**src/rtl/uart_rx_frame_parser_pkg.sv**
```systemverilog
// Shared constants and types for the UART receive-side command frame parser.
// Holds header bytes, command codes, error codes and the parser state encoding.
package uart_rx_frame_parser_pkg;

    localparam logic [7:0] HDR0_DEF = 8'hA5;
    localparam logic [7:0] HDR1_DEF = 8'h5A;

    localparam logic [7:0] CMD_WR = 8'h01;
    localparam logic [7:0] CMD_RD = 8'h02;

    localparam logic [1:0] ERR_NONE    = 2'd0;
    localparam logic [1:0] ERR_CSUM    = 2'd1;
    localparam logic [1:0] ERR_BAD_CMD = 2'd2;
    localparam logic [1:0] ERR_TIMEOUT = 2'd3;

    typedef enum logic [2:0] {
        ST_IDLE = 3'd0,
        ST_HDR  = 3'd1,
        ST_CMD  = 3'd2,
        ST_ADDR = 3'd3,
        ST_DATA = 3'd4,
        ST_CSUM = 3'd5
    } parser_state_e;

    function automatic logic is_known_cmd(input logic [7:0] cmd);
        return (cmd == CMD_WR) || (cmd == CMD_RD);
    endfunction

endpackage

```
**src/rtl/uart_rx_frame_parser_if.sv**
```systemverilog
// Byte-stream input and decoded-command output bundle of the frame parser.
// Handshake: rx_data_i is meaningful only in the cycle rx_done_i=1; there is no
// backpressure. cmd_valid_o and err_o are single-cycle pulses with no ready.
interface uart_rx_frame_parser_if;
    import uart_rx_frame_parser_pkg::*;

    logic [7:0]    rx_data_i;
    logic          rx_done_i;
    logic          cmd_valid_o;
    logic          cmd_write_o;
    logic [7:0]    cmd_addr_o;
    logic [31:0]   cmd_data_o;
    logic          err_o;
    logic [1:0]    err_code_o;
    logic [7:0]    err_cnt_o;
    parser_state_e dbg_state_o;

    modport master (
        output rx_data_i, rx_done_i,
        input  cmd_valid_o, cmd_write_o, cmd_addr_o, cmd_data_o,
        input  err_o, err_code_o, err_cnt_o, dbg_state_o
    );

    modport slave (
        input  rx_data_i, rx_done_i,
        output cmd_valid_o, cmd_write_o, cmd_addr_o, cmd_data_o,
        output err_o, err_code_o, err_cnt_o, dbg_state_o
    );

endinterface

```
**src/rtl/uart_rx_timeout.sv**
```systemverilog
// Inter-byte idle watchdog: counts enabled cycles since the last clear and pulses
// tc_o once the idle window is used up. Reusable by any UART stage.
module uart_rx_timeout #(
    parameter logic [19:0] TIMEOUT_CYC = 20'd13020
) (
    input  logic clk_i,
    input  logic rst_n_i,
    input  logic en_i,
    input  logic clr_i,
    output logic tc_o
);

    // tc_o fires in the cycle the count steps to TIMEOUT_CYC-1, so a registered
    // reaction lands exactly TIMEOUT_CYC-1 cycles after the clearing strobe.
    localparam logic [19:0] TC_VAL = TIMEOUT_CYC - 20'd2;

    logic [19:0] cnt_q;

    assign tc_o = en_i && !clr_i && (cnt_q == TC_VAL);

    always_ff @(posedge clk_i or negedge rst_n_i) begin
        if (!rst_n_i) begin
            cnt_q <= '0;
        end else if (clr_i || tc_o) begin
            cnt_q <= '0;
        end else if (en_i) begin
            cnt_q <= cnt_q + 20'd1;
        end
    end

endmodule

```
**src/rtl/uart_rx_frame_parser.sv**
```systemverilog
// Assembles 9-byte command frames from the UART byte stream, checks header and
// XOR checksum, and emits one register command or one error pulse per frame.
module uart_rx_frame_parser
    import uart_rx_frame_parser_pkg::*;
#(
    parameter logic [19:0] TIMEOUT_CYC = 20'd13020,
    parameter logic [7:0]  HDR0        = HDR0_DEF,
    parameter logic [7:0]  HDR1        = HDR1_DEF
) (
    input  logic                   clk_i,
    input  logic                   rst_n_i,
    uart_rx_frame_parser_if.slave  bus
);

    parser_state_e state_q;
    parser_state_e state_d;

    logic [7:0]  acc_q;
    logic [1:0]  idx_q;
    logic [7:0]  cmd_q;
    logic [7:0]  addr_q;
    logic [31:0] data_q;

    logic        tmo_tc;
    logic        fire_cmd;
    logic        fire_err;
    logic [1:0]  err_code_d;

    logic        rx_done;
    logic [7:0]  rx_byte;

    assign rx_done = bus.rx_done_i;
    assign rx_byte = bus.rx_data_i;

    uart_rx_timeout #(
        .TIMEOUT_CYC (TIMEOUT_CYC)
    ) u_timeout (
        .clk_i   (clk_i),
        .rst_n_i (rst_n_i),
        .en_i    (state_q != ST_IDLE),
        .clr_i   (rx_done),
        .tc_o    (tmo_tc)
    );

    always_ff @(posedge clk_i or negedge rst_n_i) begin
        if (!rst_n_i) begin
            state_q <= ST_IDLE;
        end else begin
            state_q <= state_d;
        end
    end

    always_comb begin
        state_d = state_q;
        if (tmo_tc) begin
            state_d = ST_IDLE;
        end else if (rx_done) begin
            case (state_q)
                ST_IDLE: if (rx_byte == HDR0) state_d = ST_HDR;
                // A repeated HDR0 keeps us aligned on the newest candidate header.
                ST_HDR: begin
                    if (rx_byte == HDR1)      state_d = ST_CMD;
                    else if (rx_byte != HDR0) state_d = ST_IDLE;
                end
                ST_CMD:  state_d = ST_ADDR;
                ST_ADDR: state_d = ST_DATA;
                ST_DATA: if (idx_q == 2'd3) state_d = ST_CSUM;
                ST_CSUM: state_d = ST_IDLE;
                default: state_d = ST_IDLE;
            endcase
        end
    end

    // Checksum mismatch outranks an unknown command code.
    always_comb begin
        fire_cmd   = 1'b0;
        fire_err   = 1'b0;
        err_code_d = ERR_NONE;
        if (tmo_tc) begin
            fire_err   = 1'b1;
            err_code_d = ERR_TIMEOUT;
        end else if (rx_done && (state_q == ST_CSUM)) begin
            if (rx_byte != acc_q) begin
                fire_err   = 1'b1;
                err_code_d = ERR_CSUM;
            end else if (!is_known_cmd(cmd_q)) begin
                fire_err   = 1'b1;
                err_code_d = ERR_BAD_CMD;
            end else begin
                fire_cmd = 1'b1;
            end
        end
    end

    always_ff @(posedge clk_i or negedge rst_n_i) begin
        if (!rst_n_i) begin
            acc_q  <= '0;
            idx_q  <= '0;
            cmd_q  <= '0;
            addr_q <= '0;
            data_q <= '0;
        end else if (rx_done) begin
            case (state_q)
                ST_CMD: begin
                    cmd_q <= rx_byte;
                    acc_q <= rx_byte;
                end
                ST_ADDR: begin
                    addr_q <= rx_byte;
                    acc_q  <= acc_q ^ rx_byte;
                    idx_q  <= '0;
                end
                ST_DATA: begin
                    data_q <= {data_q[23:0], rx_byte};
                    acc_q  <= acc_q ^ rx_byte;
                    idx_q  <= idx_q + 2'd1;
                end
                default: ;
            endcase
        end
    end

    always_ff @(posedge clk_i or negedge rst_n_i) begin
        if (!rst_n_i) begin
            bus.cmd_valid_o <= 1'b0;
            bus.cmd_write_o <= 1'b0;
            bus.cmd_addr_o  <= '0;
            bus.cmd_data_o  <= '0;
            bus.err_o       <= 1'b0;
            bus.err_code_o  <= ERR_NONE;
            bus.err_cnt_o   <= '0;
        end else begin
            bus.cmd_valid_o <= fire_cmd;
            bus.err_o       <= fire_err;
            if (fire_cmd) begin
                bus.cmd_write_o <= (cmd_q == CMD_WR);
                bus.cmd_addr_o  <= addr_q;
                bus.cmd_data_o  <= data_q;
            end
            if (fire_err) begin
                bus.err_code_o <= err_code_d;
                if (bus.err_cnt_o != 8'hFF) begin
                    bus.err_cnt_o <= bus.err_cnt_o + 8'd1;
                end
            end
        end
    end

    assign bus.dbg_state_o = state_q;

endmodule

```
**src/flat_wrapper.sv**
```systemverilog
// flat-port wrapper written by rule: the top's interface ports become plain ports
module uart_rx_frame_parser_flat import uart_rx_frame_parser_pkg::*;
#(
    parameter logic [19:0] TIMEOUT_CYC = 20'd13020,
    parameter logic [7:0]  HDR0        = HDR0_DEF,
    parameter logic [7:0]  HDR1        = HDR1_DEF
)
  (clk_i, rst_n_i, bus_rx_data_i, bus_rx_done_i, bus_cmd_valid_o, bus_cmd_write_o, bus_cmd_addr_o, bus_cmd_data_o, bus_err_o, bus_err_code_o, bus_err_cnt_o, bus_dbg_state_o);
  uart_rx_frame_parser_if bus_i ();
  input  logic clk_i;
  input  logic rst_n_i;
  input wire logic [$bits(bus_i.rx_data_i)-1:0] bus_rx_data_i;
  input wire logic [$bits(bus_i.rx_done_i)-1:0] bus_rx_done_i;
  output wire logic [$bits(bus_i.cmd_valid_o)-1:0] bus_cmd_valid_o;
  output wire logic [$bits(bus_i.cmd_write_o)-1:0] bus_cmd_write_o;
  output wire logic [$bits(bus_i.cmd_addr_o)-1:0] bus_cmd_addr_o;
  output wire logic [$bits(bus_i.cmd_data_o)-1:0] bus_cmd_data_o;
  output wire logic [$bits(bus_i.err_o)-1:0] bus_err_o;
  output wire logic [$bits(bus_i.err_code_o)-1:0] bus_err_code_o;
  output wire logic [$bits(bus_i.err_cnt_o)-1:0] bus_err_cnt_o;
  output wire logic [$bits(bus_i.dbg_state_o)-1:0] bus_dbg_state_o;
  assign bus_i.rx_data_i = bus_rx_data_i;
  assign bus_i.rx_done_i = bus_rx_done_i;
  assign bus_cmd_valid_o = bus_i.cmd_valid_o;
  assign bus_cmd_write_o = bus_i.cmd_write_o;
  assign bus_cmd_addr_o = bus_i.cmd_addr_o;
  assign bus_cmd_data_o = bus_i.cmd_data_o;
  assign bus_err_o = bus_i.err_o;
  assign bus_err_code_o = bus_i.err_code_o;
  assign bus_err_cnt_o = bus_i.err_cnt_o;
  assign bus_dbg_state_o = bus_i.dbg_state_o;
  uart_rx_frame_parser #(.TIMEOUT_CYC(TIMEOUT_CYC), .HDR0(HDR0), .HDR1(HDR1)) u_core (.clk_i(clk_i), .rst_n_i(rst_n_i), .bus(bus_i));
endmodule
```
**config.mk**
```make
export PLATFORM = sky130hd
export DESIGN_NAME = uart_rx_frame_parser_flat
export DESIGN_NICKNAME = d
export VERILOG_FILES = /design/src/rtl/uart_rx_frame_parser_pkg.sv /design/src/rtl/uart_rx_frame_parser_if.sv /design/src/rtl/uart_rx_timeout.sv /design/src/rtl/uart_rx_frame_parser.sv /design/src/flat_wrapper.sv
export SDC_FILE = /design/constraint.sdc
export NUM_CORES = 1
export LEC_CHECK = 0
export CORE_ASPECT_RATIO = 1.5
export CORE_MARGIN = 4
export CORE_UTILIZATION = 55
export CTS_BUF_LIST = sky130_fd_sc_hd__clkbuf_8
export DETAILED_ROUTE_END_ITERATION = 6
export MAX_ROUTING_LAYER = met4
export PLACE_DENSITY = 0.84
export SYNTH_ARGS = -nofsm -noshare
export SYNTH_HDL_FRONTEND = slang
export SYNTH_SLANG_ARGS = --single-unit
export TNS_END_PERCENT = 30
```
**constraint.sdc**
```tcl
create_clock -name clk_i -period 2.4 [get_ports clk_i]
set_input_delay 0.36 -clock clk_i [delete_from_list [all_inputs] [get_ports clk_i]]
set_output_delay 0.36 -clock clk_i [all_outputs]
set_load 0.01 [all_outputs]
```
== After elaboration in Yosys (flattened, before gate mapping) ==
Index checks and enable logic that the tools add are counted.
Storage, ports and cells
  output and inout port bits: 56
  bits of input ports: 11
  flip-flop bits (word level): 134
  word-level logic and storage cells: 78
Cells by class
  multiplexer cells: 23
  add/subtract/negate cells: 3
  bitwise logic cells: 1
  reductions and logical operators: 20
  equal/unequal tests: 17
Operators by type and width (number)
  20-bit two-way mux: 2
  20-bit by 1-bit adder with 20-bit output, second input constant: 1
  20-bit by 14-bit equality test with 1-bit output, second input constant: 1
  3-bit two-way mux: 6
  8-bit != test, second input constant: 2
  8-bit case mux with 2 select lines: 1
  3-bit case mux with 5 select lines: 1
  2-bit AND reduction: 6
  8-bit by 1-bit adder with 8-bit output, second input constant: 1
  8-bit by 1-bit equality test with 1-bit output, second input constant: 1
  8-bit by 2-bit equality test with 1-bit output, second input constant: 1
  8-bit by 7-bit equality test with 1-bit output, second input constant: 1
  8-bit equality test, second input constant: 1
  1-bit two-way mux: 8
  2-bit two-way mux: 4
  8-bit != test: 1
  2-bit nonzero test: 4
  8-bit XOR: 1
  3-bit by 2-bit equality test with 1-bit output, second input constant: 2
  3-bit equality test, second input constant: 2
  3-bit by 2-bit != test with 1-bit output, second input constant: 2
  4-bit by 2-bit != test with 1-bit output, second input constant: 1
  2-bit case mux with 2 select lines: 1
  4-bit AND reduction: 1
  other kinds (9): 12

== Logic depth before layout (Yosys ltp) ==
Gate-level depths: netlist of run 1.
  word-level depth: 7
  depth in mapped cells: 8
  depth with buffers taken out: 7

== By module ==
Synthesis of run 1 repeated with hierarchy kept, for this count alone.
Unflattened totals
  cell total of the unflattened synthesis: 468
  area, all modules: 6010.8 um^2
By module, submodules not included
  uart_rx_frame_parser: cells an instance 352, sequential area each 2852.7 um^2, instances 1, area an instance 4911.0 um^2
  uart_rx_timeout: cells an instance 116, sequential area each 500.5 um^2, instances 1, area an instance 1099.8 um^2

== Least setup slack after synthesis of run 1 ==
No wires, ideal clock.
  kind: input to register
  start point: input bus_rx_data_i[7]
  end point: register u_core.bus.cmd_addr_o[1]
  cell stages on the path: 7
  slack: 351 ps
  library setup time: 128 ps
  buffers on the path: 2
  data required time: 2272 ps
  arrival: 1922 ps
  cells stage by stage: clkbuf_1 xor2_1 nor4_2 nand2_1 nor3_2 buf_4 mux2_1
On the way
  longest elaborated chain between the ends: 4
Ends and longest elaborated chain
  start, declared: RTL line flat_wrapper.sv:12  | input wire logic [$bits(bus_i.rx_data_i)-1:0] bus_rx_data_i;
  8-bit != test: RTL line uart_rx_frame_parser.sv:83  | if (rx_byte != acc_q) begin
  1-bit two-way mux: RTL line uart_rx_frame_parser.sv:83
  1-bit two-way mux: RTL line uart_rx_frame_parser.sv:82  | end else if (rx_done && (state_q == ST_CSUM)) begin
  1-bit two-way mux: RTL line uart_rx_frame_parser.sv:79  | if (tmo_tc) begin
  end signal, assigned: RTL line uart_rx_frame_parser.sv:137  | bus.cmd_addr_o <= addr_q;
  end, declared: RTL line uart_rx_frame_parser_if.sv:26  | output cmd_valid_o, cmd_write_o, cmd_addr_o, cmd_data_o,
Every way passes these cells.
A chain may end at the register's enable or synchronous reset.

== Worst setup path in the final report of run 1 ==
  start point: register u_core.u_timeout.cnt_q[10]
  end point: register u_core.bus.err_cnt_o[1]
On the way
  longest elaborated chain between the ends: 4
Ends and longest elaborated chain
  start, declared: RTL line uart_rx_timeout.sv:17  | logic [19:0] cnt_q;
  start signal, assigned: RTL line uart_rx_timeout.sv:27  | cnt_q <= cnt_q + 20'd1;
  20-bit by 14-bit equality test with 1-bit output: RTL line uart_rx_timeout.sv:19  | assign tc_o = en_i && !clr_i && (cnt_q == TC_VAL);
  1-bit logical AND: RTL line uart_rx_timeout.sv:19
  1-bit two-way mux: RTL line uart_rx_frame_parser.sv:79
  2-bit AND reduction (no source line)
  end signal, assigned: RTL line uart_rx_frame_parser.sv:143  | bus.err_cnt_o <= bus.err_cnt_o + 8'd1;
  end, declared: RTL line uart_rx_frame_parser_if.sv:27  | output err_o, err_code_o, err_cnt_o, dbg_state_o
Every way passes these cells.

==> results.ini, run 1 <==
[route]
drcViolationCount=0
dr.pass1.iters=5
vias=4261
via_per_inst=5.79
antenna_left=0
wl_per_cell_um=18.2
drt-initial-drc-count=364
routed_wl_um=13400

[yosys]
seq_area_frac_synth_pct=55.6
synth_top_area_cell=dfrtp_1
ys_types=51
avgSynthCellArea_um2=12.2
synthMuxAreaShare_pct=17.0
synthAdderAreaFrac_pct=0.830
synth_area_um2=6030
synth_top_area_share_pct=55.6
synth_edf_count=0
synth.area.top_cells=dfrtp_1 56%, mux2_2 9.0%, mux2_1 8.0%
synth_top_family_by_area=multiplexers
synthSimpleGateAreaFrac_pct=11.5
synth_xor_area_share_pct=4.94
synth_warnings=0
synthCells=496
yosysMostFrequentCell=dfrtp_1
synth_seq_cells=134
ys.flop_type=dfrtp_1
async_flop_share_pct=100
synth-compound-area-share_pct=7.53
synthesis.nets=511
synth_common_cells=134 x dfrtp_1, 48 x mux2_2, 43 x mux2_1, 35 x nor2_1, 27 x nand2_1

[grt]
grt_max_degree=49
grt.overflow.total=0
antenna_found_initial=0
grt_pass1_wl_um=22100
grt_pass1_vias=4516
track_usage_pct=23.1

[layout]
nFillCells=761
area_growth_pct=22.9
num_antenna_cells=0
fin_nets=595
layoutNonFillerInstCount=736
drive_above_1_share_pct=19.4
final-seq-area_um2=3350
post-route-cell-area_um2=7420
multiInputGateArea_um2=2530

[sta]
timing.final.ws_setup_ps=165
fin_tns_setup_ps=0
fmax_ghz=0.447
slew_headroom_pct=57.1
holdWs_ps=486
setup_viol_count_final=0
period_needed_ps=2240
worstMarginPinSlew_ps=643
skew_ps=11.0
finalHoldViolations=0
drv_slew=0
fin_crit_sh_pct=93.1
rsz0062_at_grt=no

[clock_network]
ctsResizeCount=0
clkTransAtPathRegs_ps=80
cts_sinks=134
clk_latency_ps=440
cts_tree=done
numCtsBuffers=17
ctsRootBufferMaster=clkbuf_8
clk_path_buf_depth=2
ctsHtreeMaxLevel=4

[floorplan]
rows=46
die_h_um=136
ios=67
dieArea_um2=12700
die_w_um=93.5
initial_core_util_pct=56.7
coreArea_um2=10600

[placed_design]
gp_congestion=0.851
port_buffers=66
dp_slack_ps=-78.1
dp_hpwl_um=9080
placed_cell_area_um2=7000
placedCellCount=704

[worst_hold_path]
hold_path.class=input pin to asynchronous set/reset pin

[setup_path]
cp-start-kind=flop
worstReg2RegStart=u_core.u_timeout.cnt_q[10]$_DFFE_PN0P_
crit_required_ps=2720
reg2reg_depth=5
critPathKind=flop to flop
critPathCapture=u_core.bus.err_cnt_o[1]$_DFFE_PN0P_
crit_path_max_fanout=8
r2r_slack_ps=160
reg2reg_to=u_core.bus.err_cnt_o[1]$_DFFE_PN0P_
cp.arrival_ps=2560
worstSetupEndpointType=flop
startpoint=u_core.u_timeout.cnt_q[10]$_DFFE_PN0P_

[power_and_ir_drop]
powerDensity_nw_per_um2=661
irDropWorstVdd_mv=0.396
p_leak_nw=3.54

[run_status]
status=complete, no violations

[job]
cap_violations=0

[how the worst min path moves through the flow]
| stage | slack [ps] | from | cells past startpoint | end |
|---|---|---|---|---|
| global route | 500 | u_core.bus.cmd_data_o[9]$_DFFE_PN0P_ | 1 | u_core.bus.cmd_data_o[9]$_DFFE_PN0P_ |
| global placement | 420 | rst_n_i | 1 | u_core.data_q[28]$_DFFE_PN0P_ |
| finish | 490 | rst_n_i | 2 | u_core.data_q[12]$_DFFE_PN0P_ |
| CTS | 490 | rst_n_i | 2 | u_core.data_q[20]$_DFFE_PN0P_ |
| detailed placement | 430 | rst_n_i | 1 | u_core.data_q[28]$_DFFE_PN0P_ |
| floorplan | 60 | rst_n_i | 0 | u_core.acc_q[0]$_DFFE_PN0P_ |
[stage by stage]
stage / total power [W] / util, %
floorplan: 0.00279 / -
global placement: 0.00298 / 65.7
detailed placement: 0.00302 / 65.7
CTS: 0.00494 / 69.6
global route: 0.00510 / 69.6
finish: 0.00490 / 69.6
[cell usage in the layout, fill, tap and decap left out, types with 3 or more instances in the layout]
master	netlist	final
a21oi_1	17	17
dfrtp_1	134	134
and4_1	3	3
clkinvlp_4	0	3
o22ai_1	15	15
nor3_1	13	13
mux2_1	43	43
nor4_1	3	3
inv_1	6	7
xor2_1	26	26
bufinv_16	0	3
nand3_1	13	13
a31oi_1	3	3
nand4_1	8	8
o21ai_0	4	4
ha_1	4	4
clkbuf_8	0	18
clkdlybuf4s50_1	0	65
xnor2_1	8	8
o22a_1	7	7
nor2_1	35	35
buf_4	4	25
nor4_2	3	3
a22o_1	8	8
buf_12	0	4
mux2_2	48	48
clkinv_2	0	3
nor4b_1	4	4
nand2_1	27	27
and3_1	6	6
[flip-flops by register name (all words and copies together), names as in the netlist]
signal                  count
u_core.data_q              32
u_core.bus.err_o            1
u_core.bus.dbg_state_o      3
u_core.bus.cmd_valid_o      1
u_core.bus.cmd_addr_o       8
u_core.addr_q               8
u_core.bus.err_code_o       2
u_core.cmd_q                8
u_core.bus.err_cnt_o        8
u_core.acc_q                8
u_core.bus.cmd_data_o      32
u_core.bus.cmd_write_o      1
u_core.idx_q                2
u_core.u_timeout.cnt_q     20
[worst max-delay path, cell delays in order (launching register included)]
cell,delay (ps)
dfrtp_1,410
or4b_1,510
nor3_1,380
a21oi_2,200
a21boi_1,280
mux2_1,350
[cell families (layout without fill, tap and decap cells)]
group / after synthesis / in the layout
AO/OA/AOI/OAI: 66 / 66
XOR/XNOR: 34 / 34
adder cells (fa/ha/maj): 4 / 4
buffers and inverters: 36 / 132
flip-flops: 134 / 134
multiplexers: 91 / 91
AND/OR/NAND/NOR: 131 / 131
[layout make-up]
cell class / count / area share [%]
clock buffer: 18 / 3.34
timing repair buffer: 95 / 12.5
clock inverter: 13 / 2.13
inverter: 6 / 0.304
tap: 144 / 2.43
multi-input combinational: 326 / 34.1
sequential: 134 / 45.2
[timing repair]
item | CTS | global route
endpoints found under the hold margin | 46 | 0
setup buffers | 0 | 0
hold buffers | 1 | 0
[where the power goes]
group / switching (W) / internal, W / total (W)
clock network: 0.000872 / 0.00104 / 0.00192
logic: 0.000317 / 0.000253 / 0.000570
registers: 0.0000790 / 0.00234 / 0.00242
total: 0.00127 / 0.00364 / 0.00490
[per-layer routing]
| layer | global-route usage, % | vias up | part of all wire (%) |
|---|---|---|---|
| met5 | - | - | 0 |
| met3 | 5.04 | 25 | 4.7 |
| met1 | 25.8 | 2148 | 38 |
| met2 | 40.8 | 139 | 55 |
| li1 | - | 1949 | - |
| met4 | 7.91 | 0 | 2.1 |
No activity file was read; power rests on OpenSTA's default activity.
==> inputs of run 2 (changes only) <==
Settings changed: PLACE_DENSITY 0.84 to 0.75.
==> run 2 against run 1 <==
The flow now finishes with violations (DRC). Total power is 0.95% lower. Final cell count rose by 0.95%. Count of clock-buffer cells in the layout stayed put. Non-clock buffer count rose by 6. Worst setup slack better by 14 ps. Register-to-register slack about the same.
==> results.ini, run 2 (synthesis gave the netlist of run 1 again) <==
[run_status]
status=complete, but fails checks
violations=DRC

[layout]
drive_above_1_share_pct=20.5
post-route-cell-area_um2=7470
reg_top3=u_core.bus.cmd_data_o (32), u_core.data_q (32), u_core.u_timeout.cnt_q (20)
mostFrequentLayoutCells=134 x dfrtp_1, 65 x clkdlybuf4s50_1, 48 x mux2_2
final_common_cell=dfrtp_1
layoutNonFillerInstCount=743
area_growth_pct=23.8
fin_nets=601
num_antenna_cells=0

[grt]
grt_pass1_wl_um=22400
antenna_found_initial=0
track_usage_pct=23.3
grt.overflow.total=0
grt_pass1_vias=4484
grt_max_degree=57

[route]
via_per_inst=5.72
routed_wl_um=13300
vias=4249
dr.pass1.iters=7
drcViolationCount=1
antenna_left=0
drt-initial-drc-count=342
wl_per_cell_um=17.8

[clock_network]
clkTransAtPathRegs_ps=80
numCtsBuffers=17
cts_sinks=134
ctsHtreeMaxLevel=4
clk_latency_ps=440
clk_path_buf_depth=2
ctsRootBufferMaster=clkbuf_8
cts_setup_buffers=0
cts_tree=done

[sta]
slew_headroom_pct=53.8
fin_crit_sh_pct=92.5
skew_ps=7.63
setup_viol_count_final=0
timing.final.ws_setup_ps=179
fmax_ghz=0.450
worstMarginPinSlew_ps=688
drv_slew=0
rsz0062_at_grt=no
finalHoldViolations=0
period_needed_ps=2220

[placed_design]
placed_cell_area_um2=7060
dp_slack_ps=-73.4
dp_hpwl_um=9290
placedCellCount=710
port_buffers=66
gp_congestion=0.821

[setup_path]
crit_path_max_fanout=7
critPathKind=flop to flop
cp.arrival_ps=2550
worstSetupEndpointType=flop
crit_required_ps=2730
cp-start-kind=flop

[worst_hold_path]
hold_path.class=input pin to asynchronous set/reset pin

[power_and_ir_drop]
p_leak_nw=3.56
powerDensity_nw_per_um2=651
irDropWorstVdd_mv=0.373

[floorplan]
dieArea_um2=12700
initial_core_util_pct=56.7
coreArea_um2=10600
rows=46
die_w_um=93.5
die_h_um=136
ios=67

[job]
cap_violations=0

[run 2: cell count changes in the layout (fill, tap and decap cells not counted)]
cell and change:
clkinv_4 +1, bufinv_16 -1, buf_12 +1, inv_1 -1
inv_8 +1, buf_4 +5, clkinvlp_4 +1
[run 2: area by class of cell]
type | count | area, um2
fillers | 790 | 3180
multi-input cells | 326 | 2530
flip-flops and latches | 134 | 3350
inverters | 6 | 22.5
repair buffers | 101 | 986
well taps | 144 | 180
clock buffers | 18 | 248
clock inverters | 14 | 151
[run 2: worst paths after layout]
| kind | from | end | slack [ps] | cells past startpoint |
|---|---|---|---|---|
| min in group clk_i | u_core.addr_q[0]$_DFFE_PN0P_ | u_core.bus.cmd_addr_o[0]$_DFFE_PN0P_ | 490 | 1 |
| worst min-delay path | rst_n_i | u_core.addr_q[5]$_DFFE_PN0P_ | 450 | 2 |
| max in group asynchronous | rst_n_i | u_core.acc_q[5]$_DFFE_PN0P_ | 1220 | 3 |
| worst max register to register | u_core.u_timeout.cnt_q[8]$_DFFE_PN0P_ | u_core.bus.err_cnt_o[1]$_DFFE_PN0P_ | 180 | 5 |
| worst min register to register | u_core.addr_q[0]$_DFFE_PN0P_ | u_core.bus.cmd_addr_o[0]$_DFFE_PN0P_ | 490 | 1 |
| worst max-delay path | u_core.u_timeout.cnt_q[8]$_DFFE_PN0P_ | u_core.bus.err_cnt_o[1]$_DFFE_PN0P_ | 180 | 5 |
[run 2: per-layer routing]
metal / share of wire [%] / vias to the layer above / global-route usage, % / routed length [um]
li1: - / 1959 / - / -
met1: 40 / 2111 / 27.1 / 5280
met2: 52 / 145 / 39.0 / 6960
met3: 4.9 / 34 / 5.04 / 649
met4: 2.8 / 0 / 9.70 / 366
met5: 0 / - / - / 0
[run 2: critical path, stage by stage, from the launching register on]
cell      delay, ps
dfrtp_1         430
or4b_1          540
nor3_1          340
a21oi_2         190
a21boi_1        260
mux2_1          340
[run 2: stage by stage]
stage | util, % | power (W) | hold WS (ps) | TNS (ps)
after floorplan | - | 0.00279 | 64.4 | 0
after global placement | 66.3 | 0.00299 | 375 | 0
after detailed placement | 66.3 | 0.00302 | 373 | -1560
after CTS | 70.1 | 0.00489 | 440 | 0
after global routing | 70.1 | 0.00506 | 477 | 0
final | 70.1 | 0.00486 | 445 | 0
[run 2: power by group]
part | switching (W) | internal [W] | leakage, nW
clock | 0.000912 | 0.000956 | 0.193
sequential | 0.0000701 | 0.00234 | 1.86
combinational | 0.000325 | 0.000256 | 1.50
[run 2: timing repair]
item	4_1_cts	5_1_grt
hold buffers	1	0
hold endpoints to repair	37	0
resized for setup	0	0
==> inputs of run 3 (changes only) <==
Settings changed: ABC_CLOCK_PERIOD_IN_PS from default to 2400, CTS_BUF_LIST sky130_fd_sc_hd__clkbuf_8 to default, SYNTH_HIERARCHICAL from default to 1.
==> run 3 against run 2 <==
The run ends with setup timing left. Worst setup slack worse by 310 ps. Synthesized area is 0.37% lower. Worst hold slack better by 21 ps. Largest power group is now the clock network.
==> results.ini, run 3 <==
[yosys]
synth_seq_cells=134
synth_warnings=6
synthAdderAreaFrac_pct=0.833
ys_types=49
seq_area_frac_synth_pct=55.8
synthMuxAreaShare_pct=19.6
synth-compound-area-share_pct=5.27
synth_top_family_by_area=multiplexers
avgSynthCellArea_um2=12.8
async_flop_share_pct=100
synth_xor_area_share_pct=4.23
synth_top_area_share_pct=55.8
synth_area_um2=6010
ys.flop_type=dfrtp_1
synth.area.top_cells=dfrtp_1 56%, mux2_4 9.7%, mux2_2 9.6%
yosysMostFrequentCell=dfrtp_1
synth_common_cells=134 x dfrtp_1, 51 x mux2_2, 39 x mux2_4, 27 x nor2_1
synthCells=468
synth_top_area_cell=dfrtp_1
synthesis.nets=483
synth_edf_count=0
synthSimpleGateAreaFrac_pct=11.1

[route]
drcViolationCount=0
vias=4053
via_per_inst=5.67
dr.pass1.iters=4
antenna_left=0
routed_wl_um=14300
wl_per_cell_um=20.1
drt-initial-drc-count=248

[floorplan]
initial_core_util_pct=56.5
rows=46
coreArea_um2=10600
ios=67
dieArea_um2=12700
die_w_um=93.4
die_h_um=136

[grt]
antenna_found_initial=0
track_usage_pct=23.5
grt.overflow.total=0
grt_pass1_wl_um=22200
grt_pass1_vias=4204
grt_max_degree=54

[placed_design]
placedCellCount=676
port_buffers=66
dp_hpwl_um=8760
gp_congestion=0.849
dp_slack_ps=-233

[sta]
finalHoldViolations=0
worstMarginPinSlew_ps=718
slew_headroom_pct=52.1
skew_ps=20.1
rsz0062_at_grt=yes
fmax_ghz=0.395
setup_viol_count_final=41
fin_crit_sh_pct=105
period_needed_ps=2530
drv_slew=0
timing.final.ws_setup_ps=-130

[power_and_ir_drop]
net-switching-power_w=0.00122
p_comb_share_pct=4.8
p_total_w=0.00530
irDropWorstVdd_mv=0.493
p_sw_share_pct=23.0
p_clk_share_pct=51.0
p_leak_nw=3.71
powerDensity_nw_per_um2=685
internal_power_w=0.00408
pwr-share-seq_pct=44.1

[run_status]
status=complete, but fails checks
violations=setup timing

[setup_path]
crit_path_top_delay_cell=or4_4
crit_required_ps=2710
reg2reg_depth=6
reg2reg_to=u_core/bus.cmd_data_o[15]$_DFFE_PN0P_
critPathKind=flop to flop
cp.arrival_ps=2840
critical-path-top-cell-by-count=or4_4
path_cells=or4_4 > or4_4 > nand4bb_4 > or2_4 > clkbuf_16 > mux2_4
crit_path_max_fanout=10
cp-start-kind=flop
cp_slowest_stage_delay_ps=540
worstSetupEndpointType=flop
r2r_slack_ps=-130
worstReg2RegStart=u_core/cmd_q[7]$_DFFE_PN0P_

[clock_network]
clkTransAtPathRegs_ps=70
clk_latency_ps=420
clk_path_buf_depth=2
numCtsBuffers=17
ctsHtreeMaxLevel=4
cts_tree=done
ctsRootBufferMaster=clkbuf_16
cts_sinks=134

[layout]
reg_top3=u_core/bus.cmd_data_o (32), u_core/data_q (32), u_core/u_timeout/cnt_q (20)
num_antenna_cells=0
drive_above_1_share_pct=29.8
final_common_cell=dfrtp_1
layoutNonFillerInstCount=715
fin_nets=573
area_growth_pct=28.6
mostFrequentLayoutCells=134 x dfrtp_1, 65 x clkdlybuf4s50_1, 51 x mux2_2

[worst_hold_path]
hold_path.class=input pin to asynchronous set/reset pin

[job]
cap_violations=0

run 3: cell types whose count changed in the layout (fill, tap and decap cells not counted), moves of 6 or more:
cell | before | now
a22o_1 | 8 | 0
clkbuf_16 | 0 | 20
xnor2_1 | 8 | 15
nor3_1 | 13 | 4
mux2_1 | 43 | 0
a21oi_1 | 17 | 25
o22ai_1 | 15 | 8
nor2_1 | 35 | 27
xor2_1 | 26 | 14
mux2_4 | 0 | 39
o22a_1 | 7 | 1
clkbuf_8 | 18 | 1
run 3: how the worst max path moves through the flow:
stage | slack, ps | start | endpoint
5_1_grt | -180 | u_core/cmd_q[7]$_DFFE_PN0P_ | u_core/bus.cmd_data_o[10]$_DFFE_PN0P_
4_1_cts | -190 | u_core/cmd_q[5]$_DFFE_PN0P_ | u_core/bus.cmd_data_o[12]$_DFFE_PN0P_
2_1_floorplan | -400 | u_core/bus.dbg_state_o[1]$_DFFE_PN0P_ | u_core/bus.cmd_addr_o[4]$_DFFE_PN0P_
3_5_place_dp | -230 | u_core/cmd_q[5]$_DFFE_PN0P_ | u_core/bus.cmd_data_o[17]$_DFFE_PN0P_
6_report | -130 | u_core/cmd_q[7]$_DFFE_PN0P_ | u_core/bus.cmd_data_o[15]$_DFFE_PN0P_
3_3_place_gp | -190 | u_core/cmd_q[5]$_DFFE_PN0P_ | u_core/bus.cmd_addr_o[1]$_DFFE_PN0P_
run 3: cell type report:
cell class / instances / area [um2]
Timing Repair Buffer: 103 / 1060
Multi-Input combinational cell: 297 / 2510
Clock buffer: 18 / 439
Clock inverter: 14 / 173
Inverter: 5 / 18.8
Tap cell: 144 / 180
Fill cell: 715 / 2920
Sequential cell: 134 / 3350
run 3: repair_timing:
item | CTS | global route
gates resized for setup | 2 | 3
cloned | 1 | 4
pin swaps | 0 | 4
setup endpoints to repair | 41 | 42
hold endpoints to repair | 50 | 0
hold buffers | 1 | 0
setup buffers | 0 | 1
run 3: cell families (layout without fill, tap and decap cells):
family / after synthesis / after routing
DFF: 134 / 134
and+or+nand+nor: 120 / 120
xor gates and xnor gates: 29 / 29
AOI/OAI and AO/OA: 52 / 52
muxes: 92 / 92
adders and majority gates: 4 / 4
buffers and inverters: 37 / 140
run 3: power by group through the flow:
stage	registers, W	logic (W)	clock network [W]
finish	0.00234	0.000257	0.00270
global route	0.00234	0.000286	0.00284
CTS	0.00234	0.000256	0.00272
detailed placement	0.00238	0.000252	0
global placement	0.00238	0.000244	0
floorplan	0.00237	0.000117	0
run 3: per-layer routing:
metal	part of all wire, %	track usage (%)	wire length [um]
met5	0	-	0
met4	1.6	10.2	236
met3	4.1	5.20	589
met2	54	39.2	7780
met1	40	27.3	5740
run 3: critical path, delay by kind of cell (launching register included):
| kind | cells | cell delay [ps] |
|---|---|---|
| flip-flops | 1 | 370 |
| multiplexers | 1 | 310 |
| AND/OR/NAND/NOR | 4 | 1540 |
| buffers and inverters | 1 | 210 |
run 3: through the flow:
step,setup TNS [ps],cell area [um2],utilization (%),hold slack [ps]
finish,-4470,7730,72.6,466
global placement,-7670,6960,65.4,341
global route,-6650,7730,72.6,500
CTS,-7010,7610,71.5,474
detailed placement,-8960,6960,65.4,344
floorplan,-16360,6070,-,64.4
